$ cat config.mk
export PLATFORM = sky130hd
export DESIGN_NAME = vga_sync
export DESIGN_NICKNAME = d
export VERILOG_FILES = /design/src/rtl/vga_sync.sv
export SDC_FILE = /design/constraint.sdc
export NUM_CORES = 1
export LEC_CHECK = 0
export ABC_AREA = 1
export BUFFER_PORTS_ARGS = -buffer_cell sky130_fd_sc_hd__buf_2
export CORE_ASPECT_RATIO = 2
export CORE_MARGIN = 4
export CORE_UTILIZATION = 40
export CTS_BUF_LIST = sky130_fd_sc_hd__clkbuf_2
export CTS_CLUSTER_DIAMETER = 100
export DETAILED_ROUTE_END_ITERATION = 6
export GPL_TIMING_DRIVEN = 1
export PLACE_DENSITY = 0.71
export REMOVE_ABC_BUFFERS = 1
export SETUP_SLACK_MARGIN = 0.15
export SLEW_MARGIN = 20
export SYNTH_ARGS = -nofsm -noshare
export SYNTH_HDL_FRONTEND = slang
export SYNTH_SLANG_ARGS = --single-unit
$ cat constraint.sdc
create_clock -name clk -period 1.6 [get_ports clk]
set_input_delay 0.16 -clock clk [delete_from_list [all_inputs] [get_ports clk]]
set_output_delay 0.16 -clock clk [all_outputs]
set_load 0.005 [all_outputs]
$ cat src/rtl/vga_sync.sv
// Raster timing generator: pixel-rate enable, pix_x/pix_y counters, registered hsync/vsync,
// active-video and frame-start decodes for the pixel-graphics path.
module vga_sync #(
   parameter int unsigned CLK_DIV   = 4,
   parameter int unsigned H_DISPLAY = 640,
   parameter int unsigned H_FP      = 16,
   parameter int unsigned H_SYNC    = 96,
   parameter int unsigned H_BP      = 48,
   parameter int unsigned V_DISPLAY = 480,
   parameter int unsigned V_FP      = 10,
   parameter int unsigned V_SYNC    = 2,
   parameter int unsigned V_BP      = 33,
   parameter logic        SYNC_POL  = 1'b0
) (
   input  logic       clk,
   input  logic       reset_n,
   output logic       hsync,
   output logic       vsync,
   output logic       video_on,
   output logic       p_tick,
   output logic       frame_start,
   output logic [9:0] pix_x,
   output logic [9:0] pix_y
);

   localparam int unsigned CNT_W   = 10;
   localparam int unsigned H_TOTAL = H_DISPLAY + H_FP + H_SYNC + H_BP;
   localparam int unsigned V_TOTAL = V_DISPLAY + V_FP + V_SYNC + V_BP;

   localparam logic [CNT_W-1:0] H_LAST       = CNT_W'(H_TOTAL - 1);
   localparam logic [CNT_W-1:0] V_LAST       = CNT_W'(V_TOTAL - 1);
   localparam logic [CNT_W-1:0] H_DISP_END   = CNT_W'(H_DISPLAY);
   localparam logic [CNT_W-1:0] V_DISP_END   = CNT_W'(V_DISPLAY);
   localparam logic [CNT_W-1:0] H_SYNC_FIRST = CNT_W'(H_DISPLAY + H_FP);
   localparam logic [CNT_W-1:0] H_SYNC_LAST  = CNT_W'(H_DISPLAY + H_FP + H_SYNC - 1);
   localparam logic [CNT_W-1:0] V_SYNC_FIRST = CNT_W'(V_DISPLAY + V_FP);
   localparam logic [CNT_W-1:0] V_SYNC_LAST  = CNT_W'(V_DISPLAY + V_FP + V_SYNC - 1);

   logic             x_last;
   logic             y_last;
   logic [CNT_W-1:0] x_nxt;
   logic [CNT_W-1:0] y_nxt;
   logic             hsync_nxt;
   logic             vsync_nxt;

   // Pixel-rate enable; a divide-by-one build ticks every clock.
   generate
      if (CLK_DIV <= 1) begin : g_nodiv
         assign p_tick = 1'b1;
      end else begin : g_div
         localparam int unsigned      DIV_W    = $clog2(CLK_DIV);
         localparam logic [DIV_W-1:0] DIV_LAST = DIV_W'(CLK_DIV - 1);

         logic [DIV_W-1:0] div_cnt;

         always_ff @(posedge clk or negedge reset_n) begin
            if (!reset_n) begin
               div_cnt <= '0;
            end else if (div_cnt == DIV_LAST) begin
               div_cnt <= '0;
            end else begin
               div_cnt <= div_cnt + 1'b1;
            end
         end

         assign p_tick = (div_cnt == DIV_LAST);
      end
   endgenerate

   assign x_last = (pix_x == H_LAST);
   assign y_last = (pix_y == V_LAST);

   // Next raster position; syncs decode from it so they move on the same edge as the counters.
   always_comb begin
      x_nxt = pix_x;
      y_nxt = pix_y;
      if (p_tick) begin
         if (x_last) begin
            x_nxt = '0;
            y_nxt = y_last ? '0 : pix_y + 10'd1;
         end else begin
            x_nxt = pix_x + 10'd1;
         end
      end
   end

   always_comb begin
      hsync_nxt = ~SYNC_POL;
      vsync_nxt = ~SYNC_POL;
      if ((x_nxt >= H_SYNC_FIRST) && (x_nxt <= H_SYNC_LAST)) begin
         hsync_nxt = SYNC_POL;
      end
      if ((y_nxt >= V_SYNC_FIRST) && (y_nxt <= V_SYNC_LAST)) begin
         vsync_nxt = SYNC_POL;
      end
   end

   always_ff @(posedge clk or negedge reset_n) begin
      if (!reset_n) begin
         pix_x <= '0;
         pix_y <= '0;
         hsync <= ~SYNC_POL;
         vsync <= ~SYNC_POL;
      end else begin
         pix_x <= x_nxt;
         pix_y <= y_nxt;
         hsync <= hsync_nxt;
         vsync <= vsync_nxt;
      end
   end

   assign video_on    = (pix_x < H_DISP_END) && (pix_y < V_DISP_END);
   assign frame_start = p_tick && x_last && y_last;

endmodule

## After elaboration in Yosys (flattened, before gate mapping)

Index checks and enable logic that the tools add are counted.

- Add/sub/neg operators: 3
- Reductions and logical operators: 5
- Mux-type cells: 8
- Magnitude comparators: 6
- Eq/ne operators: 3

Operator list:

| operator | count |
|---|---|
| 2-to-1 mux 10 bit | 5 |
| adder 10 x 1 -> 10 bit (second input constant) | 2 |
| equality test 10 bit (second input constant) | 2 |
| greater-or-equal comparator 10 bit (second input constant) | 1 |
| greater-or-equal comparator 10 x 9 -> 1 bit (second input constant) | 1 |
| less-or-equal comparator 10 bit (second input constant) | 1 |
| less-or-equal comparator 10 x 9 -> 1 bit (second input constant) | 1 |
| < comparator 10 bit (second input constant) | 1 |
| < comparator 10 x 9 -> 1 bit (second input constant) | 1 |
| logical AND 1 bit | 5 |
| adder 2 x 1 -> 2 bit (second input constant) | 1 |
| equality test 2 bit (second input constant) | 1 |
| 2-to-1 mux 1 bit | 2 |
| 2-to-1 mux 2 bit | 1 |

- Register bits: 24
- Input port bits: 2

## Depth between registers and ports, before layout

Gate-level depths: netlist (run 1).

- Depth after elaboration: 7
- Mapped depth: 12

## Worst setup path before layout (run 1)

No wires, ideal clock.

- Path type: register -> register
- Start point: reg pix_x[1]
- End point: reg vsync
- Library setup time: 0.083 ns
- Cell stages (with the launch flop): 11
- Arrival time: 1.434 ns
- Setup slack: 0.083 ns
- Cells stage by stage: dfrtp_1 -> ha_1 -> nand2_2 -> nor2_8 -> nand3_4 -> nor2_8 -> nand4_2 -> nand2_1 -> inv_1 -> nor2_1 -> nand3_1

- Word-level cells in the longest chain between the ends: 6
- Elaborated cells on any way between the ends: 7
- Classes of those cells: 2 x order compare; 1 x eq/ne; 3 x mux; 1 x reduce/logical

RTL lines:

| item | line | source |
|---|---|---|
| from (decl) | 22 | `output logic [9:0] pix_x,` |
| from (signal assigned) | 105 | `pix_x <= x_nxt;` |
| equality test 10 bit (*) | 70 | `assign x_last = (pix_x == H_LAST);` |
| 2-to-1 mux 10 bit (*) | 78 | `if (x_last) begin` |
| 2-to-1 mux 10 bit (*) | 77 | `if (p_tick) begin` |
| greater-or-equal comparator 10 x 9 -> 1 bit or less-or-equal comparator 10 x 9 -> 1 bit (tied branches) | 93 | `if ((y_nxt >= V_SYNC_FIRST) && (y_nxt <= V_SYNC_LAST)) begin` |
| logical AND 1 bit (*) | 93 |  |
| 2-to-1 mux 1 bit (*) | 93 |  |
| named net vsync_nxt | 44 | `logic vsync_nxt;` |
| to (signal assigned) | 103 | `vsync <= ~SYNC_POL;` |
| to (signal assigned) | 108 | `vsync <= vsync_nxt;` |
| to (decl) | 18 | `output logic vsync,` |

The timed path passes the listed nets; every way through them passes the cells marked *.

## Worst setup path after layout (run 1)

- Start point: reg pix_y[0]
- End point: out frame_start

- Word-level cells in the longest chain between the ends: 2

RTL lines:

| item | line | source |
|---|---|---|
| from (decl) | 23 | `output logic [9:0] pix_y` |
| from (signal assigned) | 106 | `pix_y <= y_nxt;` |
| equality test 10 bit | 71 | `assign y_last = (pix_y == V_LAST);` |
| logical AND 1 bit | 113 | `assign frame_start = p_tick && x_last && y_last;` |
| to (decl) | 21 | `output logic frame_start,` |

Every way passes these cells.

==> impl_metrics.py, run 1 <==
metrics = {
    "finish": {
        "syn_to_final_growth_pct": 63.3,
        "final_cells": 329,
        "drive_gt1_frac": 0.529,
        "fillers": 276,
        "final_cell_area_sq_um": 2370,
        "finalNetCount": 287,
        "finish.utilization": 0.687,
    },
    "routing": {
        "route.detailed.drc": 0,
        "via_count": 1623,
        "drt_iter0_markers": 43,
        "wire_per_inst_microns": 14.4,
        "ant_nets": 0,
        "drtPass1Iterations": 4,
        "routed_wl_mm": 4.72,
        "viasPerCell": 4.93,
    },
    "synth": {
        "syn_avg_cell_area_sq_um": 7.61,
        "synthCells": 191,
        "ys_seq_area_frac": 0.415,
        "ys_ff_latch": 24,
        "ys.warnings.count": 0,
        "syn_area_sq_um": 1450,
        "synth_cell_type_count": 28,
    },
    "floorplanning": {
        "design.core.area_sq_um": 3450,
        "dieHeight_microns": 93.2,
        "boundaryPins": 27,
        "die_w_microns": 50.6,
        "std_cell_rows": 30,
        "design.die.area_sq_um": 4720,
        "start_util": 0.421,
    },
    "worst_setup_path": {
        "slowest_stage": "dfrtp_1",
        "r2r_start": "pix_x[0]",
        "r2r_end": "vsync",
        "r2r_slack_ns": -0.13,
        "worstPathArrival_ns": 1.60,
        "cp-end-kind": "output pin",
        "path_cells": "inv_2 -> ha_4 -> nand2_4 -> nor2_4 -> nand3_2 -> nor2_4 -> buf_6 -> buf_6",
        "cp_max_fo": 2,
        "crit_path_max_incr_delay_ns": 0.44,
        "worst_setup_path_start_kind": "register",
        "worstSetupPathType": "register to output pin",
        "worstPathRequired_ns": 1.44,
        "rr_worst_depth": 10,
    },
    "place": {
        "dp.cells": 294,
        "placed_area_sq_um": 1860,
        "gp_congestion": 0.855,
        "port_buffers": 26,
        "hpwl_mm": 2.91,
    },
    "timing": {
        "rsz0062_at_grt": "yes",
        "worstMarginPinSlew_ns": 0.558,
        "period_share": 1.10,
        "maxClockFrequency_mhz": 569,
        "setup_tns_ns": -0.693,
        "maxSlewHeadroom": 0.628,
        "finClkSkew_ns": 0.0205,
        "setup_violations": 11,
        "drv_slew": 0,
        "finalCriticalPeriod_ns": 1.76,
        "finalWorstSetupSlack_ns": -0.159,
        "hold_viol_final": 0,
    },
    "global_route": {
        "grt_remaining_overflow": 0,
        "grt_use_total": 0.198,
        "grt_pass1_wl_mm": 6.96,
        "grt_pass1_vias": 1616,
        "antenna_found_initial": 1,
        "grt_max_degree": 25,
    },
    "clock_network": {
        "root_buffer": "clkbuf_2",
        "cts-buffers-inserted": 3,
        "clkTransAtPathRegs_ns": 0.25,
        "clk_path_buf_depth": 2,
        "cts_max_level": 1,
        "cts_sinks": 24,
        "cts_tree": "built",
        "insertion_delay_ns": 0.37,
    },
    "power_and_ir_drop": {
        "peakVddDrop_v": 0.000433,
        "power_leakage_nw": 1.24,
        "p_per_area_nw_per_um2": 369,
    },
    "status": {
        "violations": "setup timing",
        "status": "complete, but fails checks",
    },
    "hold_path": {
        "hold_path.class": "primary input to asynchronous set/reset pin",
    },
    "flow_run": {
        "drv_cap": 0,
    },
}
-- cells by family after synthesis --
| family | Yosys count | share of synthesized area |
|---|---|---|
| AO/OA/AOI/OAI | 10 | 0.0405 |
| adder cells (fa/ha/maj) | 4 | 0.0345 |
| AND/OR/NAND/NOR | 112 | 0.393 |
| flip-flops | 24 | 0.415 |
| XOR/XNOR | 3 | 0.0181 |
| buffers and inverters | 38 | 0.0990 |
-- cells in the final DEF (no fill, tap or decap), types with 4 or more instances in the layout --
cell     count
nor2_2       6
nand2_1     39
dfrtp_1     19
inv_2        9
nor2_1      13
nand3_1     11
buf_2       24
nand2_2     10
nand3_2      5
buf_6       15
inv_1       28
nand4_1      4
nand3_4      4
buf_4       46
nor2_4       6
-- routing by layer --
metal	up-vias	part of all wire	global-route usage	routed length, microns
met5	-	0	0	0
met4	0	0.061	0.162	288
li1	778	-	-	-
met1	770	0.33	0.180	1560
met2	52	0.58	0.374	2750
met3	23	0.026	0.0175	124
-- report_power, final --
part | total [mW] | internal, mW | switching [mW]
logic | 0.0145 | 0.00246 | 0.0121
registers | 0.608 | 0.608 | 0
clock network | 0.251 | 0.0542 | 0.197
-- worst max-delay path by stage --
| stage | startpoint | end | slack, ns | cells after the start |
|---|---|---|---|---|
| after global placement | g_div.div_cnt[0] | hsync | -0.04 | 8 |
| final | pix_y[0] | frame_start | -0.16 | 8 |
| after detailed placement | g_div.div_cnt[0] | hsync | -0.04 | 8 |
| after CTS | pix_x[1] | vsync | -0.17 | 11 |
| after global routing | pix_x[5] | vsync | -0.27 | 12 |
| after floorplan | g_div.div_cnt[0] | hsync | -0.02 | 8 |
-- critical path, delay by kind of cell (launching register included) --
| kind | cells | cell delay (ns) |
|---|---|---|
| adders and majority gates | 1 | 0.13 |
| and+or+nand+nor | 4 | 0.40 |
| DFF | 1 | 0.44 |
| buffers and inverters | 3 | 0.27 |
-- repair_timing --
item,in CTS,in global routing
pin swaps,10,19
hold buffers,1,0
gates resized for setup,24,46
hold endpoints to repair,22,0
endpoints found under the setup margin,17,23
setup buffers,18,11
-- registers in the layout (all words and copies together) (netlist names) --
signal / cells
vsync: 1
pix_y: 10
pix_x: 10
hsync: 1
g_div.div_cnt: 2
-- per-stage QoR --
stage	power [mW]	hold WS, ns	setup WS [ns]
2_1_floorplan	0.618	-0.136	-0.0171
3_3_place_gp	0.632	0.182	-0.0449
3_5_place_dp	0.632	0.181	-0.0440
4_1_cts	0.872	0.290	-0.167
5_1_grt	0.899	0.286	-0.267
6_report	0.874	0.258	-0.159
-- synthesized netlist by cell type, drive strengths merged --
library cell | number | share of area
o211ai | 1 | 0.0052
o21bai | 1 | 0.0052
nand3 | 20 | 0.088
nor3 | 5 | 0.021
nand2 | 52 | 0.14
nand3b | 2 | 0.010
nand4 | 5 | 0.026
ha | 4 | 0.034
xor2 | 3 | 0.018
inv | 37 | 0.096
nor4 | 1 | 0.0043
buf | 1 | 0.0034
a21oi | 4 | 0.016
nor2 | 27 | 0.10
o21ai | 4 | 0.014
dfstp | 2 | 0.036
dfrtp | 22 | 0.38
-- final cells by class --
type | instances | area, sq um | area share
Multi-Input combinational cell | 129 | 901 | 0.380
Clock buffer | 3 | 15.0 | 0.00633
Sequential cell | 24 | 607 | 0.256
Tap cell | 48 | 60.1 | 0.0253
Antenna cell | 1 | 2.50 | 0.00105
Inverter | 37 | 139 | 0.0585
Clock inverter | 1 | 3.75 | 0.00158
Timing Repair Buffer | 86 | 644 | 0.272
Note: power is estimated with default switching activity, not from simulation.
==> inputs of run 2 (changes only) <==
--- a/config.mk
+++ b/config.mk
@@ -21,3 +21,4 @@
 export SYNTH_ARGS = -nofsm -noshare
 export SYNTH_HDL_FRONTEND = slang
 export SYNTH_SLANG_ARGS = --single-unit
+export TNS_END_PERCENT = 30
==> run 2 against run 1 <==
The flow still finishes with violations (setup timing). Maximum frequency increased by 0.29%. Via count shrank 3.4%. Die area did not move. Total power decreased by 0.27%. Highest routed layer unchanged. Critical endpoint unchanged. Register-to-register slack is essentially flat. Sequential share of layout area increased by 0.95 points. Combinational power is essentially flat.
==> impl_metrics.py, run 2 (synthesis gave the netlist of run 1 again) <==
metrics = {
    "status": {
        "status": "complete, but fails checks",
        "violations": "setup timing",
    },
    "routing": {
        "ant_nets": 0,
        "route.detailed.drc": 0,
        "viasPerCell": 4.87,
        "via_count": 1568,
        "wire_per_inst_microns": 13.8,
        "drt_iter0_markers": 38,
        "drtPass1Iterations": 4,
        "routed_wl_mm": 4.45,
    },
    "power_and_ir_drop": {
        "clockPowerShare": 0.286,
        "combPwrFrac": 0.017,
        "peakVddDrop_v": 0.000429,
        "p_sw_mw": 0.207,
        "p_per_area_nw_per_um2": 381,
        "switching_share": 0.237,
        "p_seq_frac": 0.698,
        "p_int_mw": 0.665,
        "power_leakage_nw": 1.21,
    },
    "worst_setup_path": {
        "r2r_slack_ns": -0.13,
        "worst_setup_path_start_kind": "register",
        "r2r_end": "vsync",
        "worstSetupPathType": "register to output pin",
        "cp_num_buf_inv": 3,
        "worstPathArrival_ns": 1.59,
        "cp_max_fo": 2,
        "critical-path-top-delay-family": "flip-flops",
        "rr_worst_depth": 14,
        "path_cells": "inv_2 -> ha_4 -> nand2_4 -> nor2_4 -> nand3_2 -> nor2_4 -> buf_6 -> buf_6",
        "cp-end-kind": "output pin",
        "crit_path_max_incr_delay_ns": 0.44,
        "r2r_start": "pix_y[0]",
        "slowest_stage": "dfrtp_1",
        "worstPathRequired_ns": 1.44,
    },
    "hold_path": {
        "hold_path.class": "primary input to asynchronous set/reset pin",
    },
    "timing": {
        "maxClockFrequency_mhz": 570,
        "period_share": 1.10,
        "maxSlewHeadroom": 0.627,
        "finalCriticalPeriod_ns": 1.75,
        "finalWorstSetupSlack_ns": -0.154,
        "finClkSkew_ns": 0.0181,
        "hold_viol_final": 0,
        "worstMarginPinSlew_ns": 0.560,
        "rsz0062_at_grt": "yes",
        "drv_slew": 0,
        "setup_violations": 6,
    },
    "place": {
        "dp.cells": 294,
        "gp_congestion": 0.855,
        "port_buffers": 26,
        "hpwl_mm": 2.91,
    },
    "floorplanning": {
        "boundaryPins": 27,
        "start_util": 0.421,
        "std_cell_rows": 30,
        "die_w_microns": 50.6,
        "design.core.area_sq_um": 3450,
        "dieHeight_microns": 93.2,
        "design.die.area_sq_um": 4720,
    },
    "finish": {
        "final_cell_mix": "46 x buf_4, 40 x nand2_1, 31 x inv_1, 24 x buf_2, 19 x dfrtp_1",
        "final_cells": 322,
        "syn_to_final_growth_pct": 57.5,
        "finish.utilization": 0.662,
        "final_common_cell": "buf_4",
        "top_regs": "pix_x: 10 flops, pix_y: 10 flops, g_div.div_cnt: 2 flops",
        "drive_gt1_frac": 0.498,
        "finalNetCount": 280,
    },
    "flow_run": {
        "drv_cap": 0,
    },
    "clock_network": {
        "root_buffer": "clkbuf_2",
        "insertion_delay_ns": 0.37,
        "cts-buffers-inserted": 3,
        "cts_max_level": 1,
        "clkTransAtPathRegs_ns": 0.24,
        "cts_sinks": 24,
        "clk_path_buf_depth": 2,
        "cts_tree": "built",
    },
    "global_route": {
        "grt_pass1_vias": 1580,
        "antenna_found_initial": 1,
        "grt_use_total": 0.193,
        "grt_pass1_wl_mm": 6.83,
        "grt_max_degree": 25,
        "grt_remaining_overflow": 0,
    },
}
==> run 2: cell count changes in the layout (fill, tap and decap cells not counted), moves of 2 or more <==
| cell | delta |
|---|---|
| inv_2 | -3 |
| buf_6 | -7 |
| inv_1 | +3 |
| nor2_2 | -2 |
==> run 2: metrics by stage <==
step	setup WS [ns]	cell area, sq um	hold slack [ns]	power (mW)	setup TNS [ns]
2_1_floorplan	-0.0171	1450	-0.136	0.618	-0.0171
3_3_place_gp	-0.0449	1860	0.182	0.632	-0.0449
3_5_place_dp	-0.0440	1860	0.181	0.632	-0.0445
4_1_cts	-0.171	2100	0.290	0.872	-0.624
5_1_grt	-0.272	2290	0.271	0.902	-1.78
6_report	-0.154	2290	0.267	0.872	-0.468
==> run 2: layout make-up <==
cell class	instances	area [sq um]
Fill cell	304	1170
Multi-Input combinational cell	129	895
Sequential cell	24	607
Timing Repair Buffer	79	566
Inverter	37	139
Tap cell	48	60.1
Clock buffer	3	15.0
Clock inverter	1	3.75
Antenna cell	1	2.50
==> run 2: per-layer routing <==
metal | global-route usage | part of all wire | vias up
met5 | 0 | 0 | -
met3 | 0.0175 | 0.025 | 20
met1 | 0.175 | 0.33 | 740
met2 | 0.376 | 0.58 | 46
met4 | 0.142 | 0.063 | 0
li1 | - | - | 762
==> run 2: worst max-delay path by stage <==
stage          slack (ns)             start  cells past startpoint           to
2_1_floorplan       -0.02  g_div.div_cnt[0]                      8        hsync
3_3_place_gp        -0.04  g_div.div_cnt[0]                      8        hsync
3_5_place_dp        -0.04  g_div.div_cnt[0]                      8        hsync
4_1_cts             -0.17          pix_x[1]                      7  frame_start
5_1_grt             -0.27          pix_y[0]                     12        vsync
6_report            -0.15          pix_y[0]                      8  frame_start
==> run 2: power by group through the flow <==
stage | Clock [mW] | Combinational (mW) | Sequential (mW)
after floorplan | 0 | 0.000000449 | 0.618
after global placement | 0 | 0.0137 | 0.618
after detailed placement | 0 | 0.0137 | 0.618
after CTS | 0.249 | 0.0155 | 0.608
after global routing | 0.276 | 0.0170 | 0.609
final | 0.249 | 0.0146 | 0.608
==> run 2: timing repair <==
action | CTS | global route
hold endpoints to repair | 22 | 0
setup buffers | 15 | 7
resized for setup | 23 | 35
hold buffers | 1 | 0
setup endpoints to repair | 17 | 23
pin swaps | 12 | 18
==> inputs of run 3 (changes only) <==
--- a/config.mk
+++ b/config.mk
@@ -7,6 +7,8 @@
 export LEC_CHECK = 0
 export ABC_AREA = 1
 export BUFFER_PORTS_ARGS = -buffer_cell sky130_fd_sc_hd__buf_2
+export CELL_PAD_IN_SITES_DETAIL_PLACEMENT = 1
+export CELL_PAD_IN_SITES_GLOBAL_PLACEMENT = 1
 export CORE_ASPECT_RATIO = 2
 export CORE_MARGIN = 4
 export CORE_UTILIZATION = 40
@@ -14,9 +16,8 @@
 export CTS_CLUSTER_DIAMETER = 100
 export DETAILED_ROUTE_END_ITERATION = 6
 export GPL_TIMING_DRIVEN = 1
-export PLACE_DENSITY = 0.71
+export PLACE_DENSITY = 0.89
 export REMOVE_ABC_BUFFERS = 1
-export SETUP_SLACK_MARGIN = 0.15
 export SLEW_MARGIN = 20
 export SYNTH_ARGS = -nofsm -noshare
 export SYNTH_HDL_FRONTEND = slang
==> run 3 against run 2 <==
Largest power group unchanged. Total power is 0.23% higher. The run still ends with setup timing left. Clock skew is 0.0024 ns higher. Maximum frequency decreased by 4.7%. Sequential power about the same. Count of clock-buffer cells in the layout grew 1. Critical endpoint is now vsync. Global-route usage increased by 8.9 points. Highest routed layer unchanged. Critical path depth rose by 5. First-iteration DRC count rose by 45%. Non-clock buffer count unchanged. Routed wire length rose by 63%.
==> impl_metrics.py, run 3 (synthesis gave the netlist of run 1 again) <==
metrics = {
    "power_and_ir_drop": {
        "power_leakage_nw": 1.23,
        "switching_share": 0.226,
        "p_sw_mw": 0.197,
        "p_per_area_nw_per_um2": 376,
        "p_int_mw": 0.677,
        "clockPowerShare": 0.287,
        "peakVddDrop_v": 0.000396,
        "combPwrFrac": 0.017,
        "p_seq_frac": 0.696,
    },
    "timing": {
        "setup_tns_ns": -1.82,
        "holdWs_ns": 0.297,
        "finalWorstSetupSlack_ns": -0.240,
        "finalCriticalPeriod_ns": 1.84,
        "maxClockFrequency_mhz": 543,
        "period_share": 1.15,
        "hold_viol_final": 0,
        "worstMarginPinSlew_ns": 0.562,
        "finClkSkew_ns": 0.0204,
        "rsz0062_at_grt": "yes",
        "setup_violations": 13,
        "maxSlewHeadroom": 0.626,
        "drv_slew": 0,
    },
    "global_route": {
        "antenna_found_initial": 0,
        "grt_remaining_overflow": 0,
        "grt_pass1_vias": 1909,
        "grt_pass1_wl_mm": 9.89,
        "grt_max_degree": 25,
        "grt_use_total": 0.282,
    },
    "clock_network": {
        "cts-buffers-inserted": 3,
        "clkTransAtPathRegs_ns": 0.24,
        "clk_path_buf_depth": 2,
        "cts_tree": "built",
        "cts_sinks": 24,
        "root_buffer": "clkbuf_2",
        "insertion_delay_ns": 0.35,
        "cts_max_level": 1,
    },
    "worst_setup_path": {
        "worstPathRequired_ns": 1.89,
        "cp-end-kind": "register",
        "cp_max_fo": 3,
        "worstPathArrival_ns": 2.13,
        "worst_setup_path_start_kind": "register",
        "worstSetupPathType": "register to register",
    },
    "finish": {
        "finalNetCount": 280,
        "syn_to_final_growth_pct": 59.9,
        "fillers": 438,
        "final_common_cell": "buf_4",
        "drive_gt1_frac": 0.520,
        "final_cells": 321,
        "finish.utilization": 0.673,
        "final_cell_mix": "43 x buf_4, 39 x nand2_1, 27 x inv_1, 26 x buf_2, 19 x dfrtp_1",
        "antenna_cells": 0,
        "top_regs": "pix_x: 10 flops, pix_y: 10 flops, g_div.div_cnt: 2 flops",
    },
    "routing": {
        "viasPerCell": 5.48,
        "via_count": 1760,
        "drt_iter0_markers": 55,
        "route.detailed.drc": 0,
        "wl_met1_mm": 2.55,
        "wire_per_inst_microns": 22.6,
        "routed_wl_mm": 7.27,
        "highest_layer": "met4",
        "drtPass1Iterations": 6,
        "wl_met3_microns": 340,
        "ant_nets": 0,
        "met2_length_mm": 3.90,
    },
    "floorplanning": {
        "start_util": 0.421,
        "dieHeight_microns": 93.2,
        "std_cell_rows": 30,
        "die_w_microns": 50.6,
        "boundaryPins": 27,
        "design.die.area_sq_um": 4720,
        "design.core.area_sq_um": 3450,
    },
    "place": {
        "place_ws_ns": -0.0596,
        "hpwl_mm": 3.74,
        "gp_congestion": 1.00,
        "dp.cells": 297,
        "port_buffers": 26,
    },
    "flow_run": {
        "drv_cap": 0,
    },
    "status": {
        "violations": "setup timing",
        "status": "complete, but fails checks",
    },
    "hold_path": {
        "hold_path.class": "primary input to asynchronous set/reset pin",
    },
}
-- run 3: worst paths after layout --
kind | startpoint | end | slack, ns | depth (start not counted)
min | reset_n | pix_y[5] | 0.30 | 2
max | pix_y[0] | vsync | -0.24 | 13
min reg2reg | g_div.div_cnt[0] | g_div.div_cnt[0] | 0.55 | 1
max reg2reg | pix_y[0] | vsync | -0.24 | 13
max in group asynchronous | reset_n | hsync | 0.90 | 2
min in group clk | g_div.div_cnt[0] | g_div.div_cnt[0] | 0.55 | 1
-- run 3: final cells by class --
class                      count  area, sq um  area share
tap                           48         60.1      0.0258
sequential                    24          607       0.261
timing repair buffer          79          564       0.243
clock buffer                   4         20.0     0.00862
multi-input combinational    129          928       0.400
inverter                      37          144      0.0619
-- run 3: through the flow --
step / power (mW) / cell area, sq um
after floorplan: 0.618 / 1450
after global placement: 0.631 / 1890
after detailed placement: 0.632 / 1890
after CTS: 0.880 / 2120
after global routing: 0.899 / 2320
final: 0.874 / 2320
-- run 3: per-layer routing --
metal,GRT usage,up-vias
met3,0.0239,32
met1,0.283,881
met2,0.528,85
li1,-,762
met5,0,-
met4,0.189,0
-- run 3: timing repair --
| action | CTS | global route |
|---|---|---|
| pin swaps | 9 | 20 |
| buffers inserted | 12 | 7 |
| gates cloned | 0 | 0 |
| hold endpoints to repair | 22 | 0 |
| hold buffers | 1 | 0 |
| gates resized for setup | 28 | 44 |
| setup endpoints to repair | 5 | 17 |
-- run 3: worst max-delay path: stages (launching register included) --
cell	delay, ns
dfrtp_1	0.48
buf_6	0.14
ha_4	0.13
nand2_2	0.06
inv_2	0.10
nand2_4	0.06
nor2_4	0.14
inv_2	0.06
nor2_4	0.12
nand2_1	0.09
nand2_2	0.12
nand3_2	0.09
nor2_2	0.12
nand3_1	0.08
-- run 3: power by group through the flow --
stage | sequential (mW) | clock [mW] | combinational, mW
after global routing | 0.608 | 0.274 | 0.0170
after floorplan | 0.618 | 0 | 0.000000449
after detailed placement | 0.618 | 0 | 0.0140
final | 0.608 | 0.251 | 0.0147
after CTS | 0.608 | 0.256 | 0.0158
after global placement | 0.618 | 0 | 0.0133
